<file path="src/rtl/mac_mem_pkg.sv">
// Shared constants and owner codes for the memory slot arbiter.
// Owner codes also select the address mux, so their values are fixed.
package mac_mem_pkg;

   localparam int SLOT_PHASES = 4;
   localparam int PHASE_W     = $clog2(SLOT_PHASES);

   typedef enum logic [2:0] {
      IDLE     = 3'd0,
      VIDEO    = 3'd1,
      SOUND    = 3'd2,
      DISK_INT = 3'd3,
      DISK_EXT = 3'd4,
      CPU      = 3'd5
   } owner_e;

endpackage

</file>
<file path="src/rtl/mem_slot_arbiter_if.sv">
// Request, status and strobe bundle between the arbiter and its clients.
// The slave side is the arbiter; the master side drives the requests.
interface mem_slot_arbiter_if;
   import mac_mem_pkg::*;

   logic   clk8_en_p;
   logic   _hblank;
   logic   _vblank;
   logic   cpuReq;
   logic   dskReqInt;
   logic   dskReqExt;

   logic   videoBusControl;
   logic   cpuBusControl;
   owner_e memOwner;
   logic   memoryLatch;
   logic   loadPixels;
   logic   loadSound;
   logic   cpuAck;
   logic   dskReadAckInt;
   logic   dskReadAckExt;

   modport slave (
      input  clk8_en_p, _hblank, _vblank, cpuReq, dskReqInt, dskReqExt,
      output videoBusControl, cpuBusControl, memOwner, memoryLatch,
             loadPixels, loadSound, cpuAck, dskReadAckInt, dskReadAckExt
   );

   modport master (
      output clk8_en_p, _hblank, _vblank, cpuReq, dskReqInt, dskReqExt,
      input  videoBusControl, cpuBusControl, memOwner, memoryLatch,
             loadPixels, loadSound, cpuAck, dskReadAckInt, dskReadAckExt
   );

endinterface

</file>
<file path="src/rtl/mem_slot_timer.sv">
// Phase counter and video/CPU slot-type bit, stepped by the clk8 enable.
// The first enable after reset only opens slot 0 so the first decision is not delayed.
module mem_slot_timer
   import mac_mem_pkg::*;
(
   input  logic clk32,
   input  logic rst_n,
   input  logic clk8_en_p,
   output logic slot_cpu,
   output logic next_slot_cpu,
   output logic slot_start,
   output logic latch_tick
);

   localparam logic [PHASE_W-1:0] PHASE_LAST = PHASE_W'(SLOT_PHASES - 1);

   logic [PHASE_W-1:0] phase;
   logic               running;
   logic               wrap;

   assign wrap          = running && (phase == PHASE_LAST);
   assign slot_start    = clk8_en_p && (!running || wrap);
   assign latch_tick    = clk8_en_p && wrap;
   assign next_slot_cpu = running ? ~slot_cpu : slot_cpu;

   always_ff @(posedge clk32 or negedge rst_n) begin
      if (!rst_n) begin
         phase    <= '0;
         slot_cpu <= 1'b0;
         running  <= 1'b0;
      end else if (clk8_en_p) begin
         if (!running) begin
            running <= 1'b1;
         end else begin
            phase <= wrap ? '0 : phase + 1'b1;
            if (wrap) begin
               slot_cpu <= ~slot_cpu;
            end
         end
      end
   end

endmodule

</file>
<file path="src/rtl/mem_slot_arbiter.sv">
// Slot arbiter: commits one memory owner per 4-phase slot and emits the
// latch strobe plus the owner's completion strobe at the end of the slot.
module mem_slot_arbiter
   import mac_mem_pkg::*;
(
   input  logic               clk32,
   input  logic               _systemReset,
   mem_slot_arbiter_if.slave  bus
);

   logic   slot_cpu;
   logic   next_slot_cpu;
   logic   slot_start;
   logic   latch_tick;

   owner_e owner;
   owner_e next_owner;
   logic   hblank_d;
   logic   hblank_fall;
   logic   sound_pending;
   logic   prefer_ext;
   logic   latch;

   mem_slot_timer u_timer (
      .clk32         (clk32),
      .rst_n         (_systemReset),
      .clk8_en_p     (bus.clk8_en_p),
      .slot_cpu      (slot_cpu),
      .next_slot_cpu (next_slot_cpu),
      .slot_start    (slot_start),
      .latch_tick    (latch_tick)
   );

   assign hblank_fall = hblank_d && !bus._hblank;

   always_comb begin
      next_owner = IDLE;
      if (next_slot_cpu) begin
         next_owner = bus.cpuReq ? CPU : IDLE;
      end else if (bus._hblank && bus._vblank) begin
         next_owner = VIDEO;
      end else if (sound_pending) begin
         next_owner = SOUND;
      end else if (bus.dskReqInt && bus.dskReqExt) begin
         next_owner = prefer_ext ? DISK_EXT : DISK_INT;
      end else if (bus.dskReqInt) begin
         next_owner = DISK_INT;
      end else if (bus.dskReqExt) begin
         next_owner = DISK_EXT;
      end
   end

   always_ff @(posedge clk32 or negedge _systemReset) begin
      if (!_systemReset) begin
         owner         <= IDLE;
         hblank_d      <= 1'b1;
         sound_pending <= 1'b0;
         prefer_ext    <= 1'b0;
      end else begin
         hblank_d <= bus._hblank;
         // a fresh hblank fall wins over the clear of a sound slot committed the same cycle
         sound_pending <= hblank_fall ||
                          (sound_pending && !(slot_start && next_owner == SOUND));
         if (slot_start) begin
            owner <= next_owner;
            if (next_owner == DISK_INT) begin
               prefer_ext <= 1'b1;
            end else if (next_owner == DISK_EXT) begin
               prefer_ext <= 1'b0;
            end
         end
      end
   end

   assign latch = latch_tick && (owner != IDLE);

   assign bus.memoryLatch     = latch;
   assign bus.loadPixels      = latch && (owner == VIDEO);
   assign bus.loadSound       = latch && (owner == SOUND);
   assign bus.cpuAck          = latch && (owner == CPU) && bus.cpuReq;
   assign bus.dskReadAckInt   = latch && (owner == DISK_INT) && bus.dskReqInt;
   assign bus.dskReadAckExt   = latch && (owner == DISK_EXT) && bus.dskReqExt;
   assign bus.memOwner        = owner;
   assign bus.videoBusControl = ~slot_cpu;
   assign bus.cpuBusControl   = slot_cpu;

endmodule

</file>
<file path="src/flat_wrapper.sv">
// flat-port wrapper written by rule: the top's interface ports become plain ports
module mem_slot_arbiter_flat import mac_mem_pkg::*;
  (clk32, _systemReset, bus_clk8_en_p, bus__hblank, bus__vblank, bus_cpuReq, bus_dskReqInt, bus_dskReqExt, bus_videoBusControl, bus_cpuBusControl, bus_memOwner, bus_memoryLatch, bus_loadPixels, bus_loadSound, bus_cpuAck, bus_dskReadAckInt, bus_dskReadAckExt);
  mem_slot_arbiter_if bus_i ();
  input  logic clk32;
  input  logic _systemReset;
  input wire logic [$bits(bus_i.clk8_en_p)-1:0] bus_clk8_en_p;
  input wire logic [$bits(bus_i._hblank)-1:0] bus__hblank;
  input wire logic [$bits(bus_i._vblank)-1:0] bus__vblank;
  input wire logic [$bits(bus_i.cpuReq)-1:0] bus_cpuReq;
  input wire logic [$bits(bus_i.dskReqInt)-1:0] bus_dskReqInt;
  input wire logic [$bits(bus_i.dskReqExt)-1:0] bus_dskReqExt;
  output wire logic [$bits(bus_i.videoBusControl)-1:0] bus_videoBusControl;
  output wire logic [$bits(bus_i.cpuBusControl)-1:0] bus_cpuBusControl;
  output wire logic [$bits(bus_i.memOwner)-1:0] bus_memOwner;
  output wire logic [$bits(bus_i.memoryLatch)-1:0] bus_memoryLatch;
  output wire logic [$bits(bus_i.loadPixels)-1:0] bus_loadPixels;
  output wire logic [$bits(bus_i.loadSound)-1:0] bus_loadSound;
  output wire logic [$bits(bus_i.cpuAck)-1:0] bus_cpuAck;
  output wire logic [$bits(bus_i.dskReadAckInt)-1:0] bus_dskReadAckInt;
  output wire logic [$bits(bus_i.dskReadAckExt)-1:0] bus_dskReadAckExt;
  assign bus_i.clk8_en_p = bus_clk8_en_p;
  assign bus_i._hblank = bus__hblank;
  assign bus_i._vblank = bus__vblank;
  assign bus_i.cpuReq = bus_cpuReq;
  assign bus_i.dskReqInt = bus_dskReqInt;
  assign bus_i.dskReqExt = bus_dskReqExt;
  assign bus_videoBusControl = bus_i.videoBusControl;
  assign bus_cpuBusControl = bus_i.cpuBusControl;
  assign bus_memOwner = bus_i.memOwner;
  assign bus_memoryLatch = bus_i.memoryLatch;
  assign bus_loadPixels = bus_i.loadPixels;
  assign bus_loadSound = bus_i.loadSound;
  assign bus_cpuAck = bus_i.cpuAck;
  assign bus_dskReadAckInt = bus_i.dskReadAckInt;
  assign bus_dskReadAckExt = bus_i.dskReadAckExt;
  mem_slot_arbiter u_core (.clk32(clk32), ._systemReset(_systemReset), .bus(bus_i));
endmodule
</file>
<file path="config.mk">
export PLATFORM = sky130hd
export DESIGN_NAME = mem_slot_arbiter_flat
export DESIGN_NICKNAME = d
export VERILOG_FILES = /design/src/rtl/mac_mem_pkg.sv /design/src/rtl/mem_slot_arbiter_if.sv /design/src/rtl/mem_slot_timer.sv /design/src/rtl/mem_slot_arbiter.sv /design/src/flat_wrapper.sv
export SDC_FILE = /design/constraint.sdc
export NUM_CORES = 1
export LEC_CHECK = 0
export ABC_AREA = 1
export ABC_CLOCK_PERIOD_IN_PS = 1400
export CAP_MARGIN = 20
export CORE_MARGIN = 2
export CORE_UTILIZATION = 44
export CTS_BUF_LIST = sky130_fd_sc_hd__clkbuf_16
export CTS_CLUSTER_DIAMETER = 80
export DETAILED_ROUTE_END_ITERATION = 10
export HOLD_SLACK_MARGIN = 0.08
export PLACE_DENSITY = 0.82
export SLEW_MARGIN = 20
export SYNTH_ARGS = -nofsm -noshare
export SYNTH_HDL_FRONTEND = slang
export SYNTH_SLANG_ARGS = --single-unit
</file>
<file path="constraint.sdc">
create_clock -name clk32 -period 1.4 [get_ports clk32]
set_input_delay 0.28 -clock clk32 [delete_from_list [all_inputs] [get_ports clk32]]
set_output_delay 0.28 -clock clk32 [all_outputs]
set_load 0.01 [all_outputs]
</file>
==> impl_metrics.ini, run 1 <==
[yosys]
synth.distinct_cells = 20
synth_nets = 92
avgSynthCellArea_um2 = 7.266
synth-seq-cells = 10
yosys_warnings = 0
synth-seq-area-share_pct = 41.70
synthCells = 83
synth_area_um2 = 603.1

[sta]
slew_viol_final = 0
skew_ns = 0.001026
setup_ws_ns = -0.2241
setup_viol = 6
whs_ns = 0.3735
period_share_pct = 116.0
maxSlewHeadroom_pct = 69.01
min_period_ns = 1.624
hold_viol_final = 0
tightestPinTransition_ns = 0.4634
grt_setup_unrepaired = true
fmax_mhz = 615.7

[power_and_ir_drop]
powerDensity_nw_per_um2 = 1754
leakagePower_uw = 0.0005424
peakVddDrop_uv = 1088

[run_status]
violations = setup timing
status = finished, violations left

[grt]
grt_pass1_wl_mm = 2.408
grt_antenna_before_repair = 0
grt_usage_pct = 22.27
grt_max_degree = 11
overflow = 0
grt_pass1_vias = 594

[place]
gp_congestion = 0.7243
dp.cells = 128
place_hpwl_mm = 1.190
postPlaceCellArea_um2 = 898.4
portBuffers = 18
pre_cts_ws_ns = -0.7442

[die]
ios = 19
start_util_pct = 46.93
dieHeight_um = 41.02
num_rows = 13
die_area_um2 = 1683
die_x_um = 41.02
fp.coreArea_um2 = 1285

[cts]
cts_tree = done
clkLatencyLatePin_ns = 0.23
clk_pin_slew_ns = 0.04
numCtsBuffers = 3
cts-root-buf = clkbuf_16
cts_sinks = 10
cts_buffer_depth = 2
cts_hold_buf = 0
cts_max_level = 1

[cells_and_area]
finalNonFillerCells = 136
final_cell_mix = 30 x nand2_1, 16 x buf_4, 10 x inv_1
drive_gt1_share_pct = 38.84
final_net_count = 131
design_area_um2 = 1002
num_antenna_cells = 0
syn_to_final_growth_pct = 66.18
final_common_cell = nand2_1

[route]
drc = 0
ant_nets = 0
post_drt_wl_per_cell_um = 11.84
detail_route.vias_per_cell = 4.904
drt_iter0_markers = 9
vias = 667
routed_wirelength_mm = 1.610
drt-pass1-iter-count = 4

[setup_path]
crit_path_start_kind = flip-flop
endpoint_kind = output pin
cpMaxStageDelayCell = dfrtp_1
critPathMaxStageDelay_ns = 0.36
worst-path-buf-inv = 2
crit_type = reg -> out
crit_chain = ha_2, inv_2, nor2_4, nand2_2, nor3b_2, buf_2
critical_path_arrival_ns = 1.34
crit_fanout = 4
critical_path.top_delay_family = flip-flops
cp.required_ns = 1.12

[flow_run]
drv_cap = 0

[worst_hold_path]
min_path_type = in -> async
==> synth_stat cells <==
cell / instances / area, um^2
nand2_1: 32 / 120.1
inv_1: 13 / 48.80
dfrtp_1: 9 / 225.2
nand3_1: 5 / 25.02
nor2_4: 3 / 33.78
nor3_1: 3 / 15.01
o21ai_0: 3 / 15.01
inv_2: 2 / 7.510
nor2_1: 2 / 7.510
a21oi_1: 1 / 5.000
a32o_1: 1 / 10.01
dfstp_2: 1 / 26.28
ha_1: 1 / 12.51
nand2_2: 1 / 6.260
nor2_2: 1 / 6.260
nor3b_2: 1 / 12.51
nor4_1: 1 / 6.260
o21ai_1: 1 / 5.000
or2_2: 1 / 6.260
xor2_1: 1 / 8.760
==> flip-flops by register name (all words and copies together), names as in the netlist <==
register	flops
u_core.prefer_ext	1
u_core.hblank_d	1
u_core.u_timer.running	1
u_core.u_timer.slot_cpu	1
u_core.u_timer.phase	2
u_core.sound_pending	1
u_core.bus.memOwner	3
==> path summary, 6_finish.rpt <==
| path | start | to | slack, ns | cells past startpoint |
|---|---|---|---|---|
| max in group asynchronous | _systemReset | u_core.bus.memOwner[2] | 0.68 | 1 |
| min in group clk32 | u_core.sound_pending | u_core.sound_pending | 0.48 | 2 |
| hold reg to reg | u_core.sound_pending | u_core.sound_pending | 0.48 | 2 |
| hold / removal | _systemReset | u_core.sound_pending | 0.37 | 1 |
| setup reg to reg | u_core.u_timer.phase[0] | u_core.sound_pending | 0.07 | 9 |
| setup / recovery | u_core.u_timer.phase[0] | bus_dskReadAckExt | -0.22 | 6 |
==> layer usage <==
metal | global-route usage (%) | vias up | routed length [um]
met5 | 0 | - | 0
met1 | 23.65 | 302 | 602
met4 | 7.500 | 0 | 25
met3 | 1.630 | 4 | 75
li1 | - | 337 | -
met2 | 44.53 | 24 | 906
==> cell type report <==
cell class,count,area [um^2]
Inverter,15,56.30
Tap cell,15,18.77
Sequential cell,10,252.7
Multi-Input combinational cell,58,327.8
Timing Repair Buffer,34,267.8
Fill cell,94,282.8
Clock buffer,3,75.07
Clock inverter,1,3.754
==> stage by stage <==
stage / setup TNS, ns / util (%) / total power [uW]
2_1_floorplan: 0 / - / 827.0
3_3_place_gp: -3.973 / 69.91 / 1147
3_5_place_dp: -4.257 / 69.91 / 1190
4_1_cts: -1.082 / 76.53 / 1742
5_1_grt: -1.457 / 77.99 / 1883
6_report: -1.031 / 77.99 / 1758
==> power by group <==
| part | switching [uW] | total, uW | internal, uW |
|---|---|---|---|
| combinational | 415 | 806 | 391 |
| clock | 121 | 494 | 373 |
| sequential | 75.6 | 458 | 382 |
| total | 612 | 1760 | 1150 |
==> worst register-to-register path, cell delays in order, from the launching register on <==
cell	delay, ns
dfrtp_1	0.36
ha_2	0.20
buf_4	0.12
nor2_4	0.04
nor2_4	0.16
inv_2	0.06
nor2_2	0.10
nand2_1	0.08
nand2_1	0.06
nand2_1	0.05
==> cell families after synthesis <==
logic type / Yosys count / share of synthesized area [%]
XOR/XNOR: 1 / 1.453
AND/OR/NAND/NOR: 50 / 39.63
adder cells (fa/ha/maj): 1 / 2.074
AO/OA/AOI/OAI: 6 / 5.807
flip-flops: 10 / 41.70
buffers and inverters: 15 / 9.337
==> what timing repair did <==
| item | CTS | global route |
|---|---|---|
| pin swaps | 4 | 4 |
| buffers inserted | 3 | 1 |
| setup endpoints to repair | 11 | 9 |
| gates resized for setup | 37 | 6 |
(Power assumes the default switching activity.)
==> inputs of run 2 (changes only) <==
- CTS_CLUSTER_DIAMETER: 80 -> not set
==> results of run 2 <==
The final DEF is identical to that of run 1; final timing and power are the same.
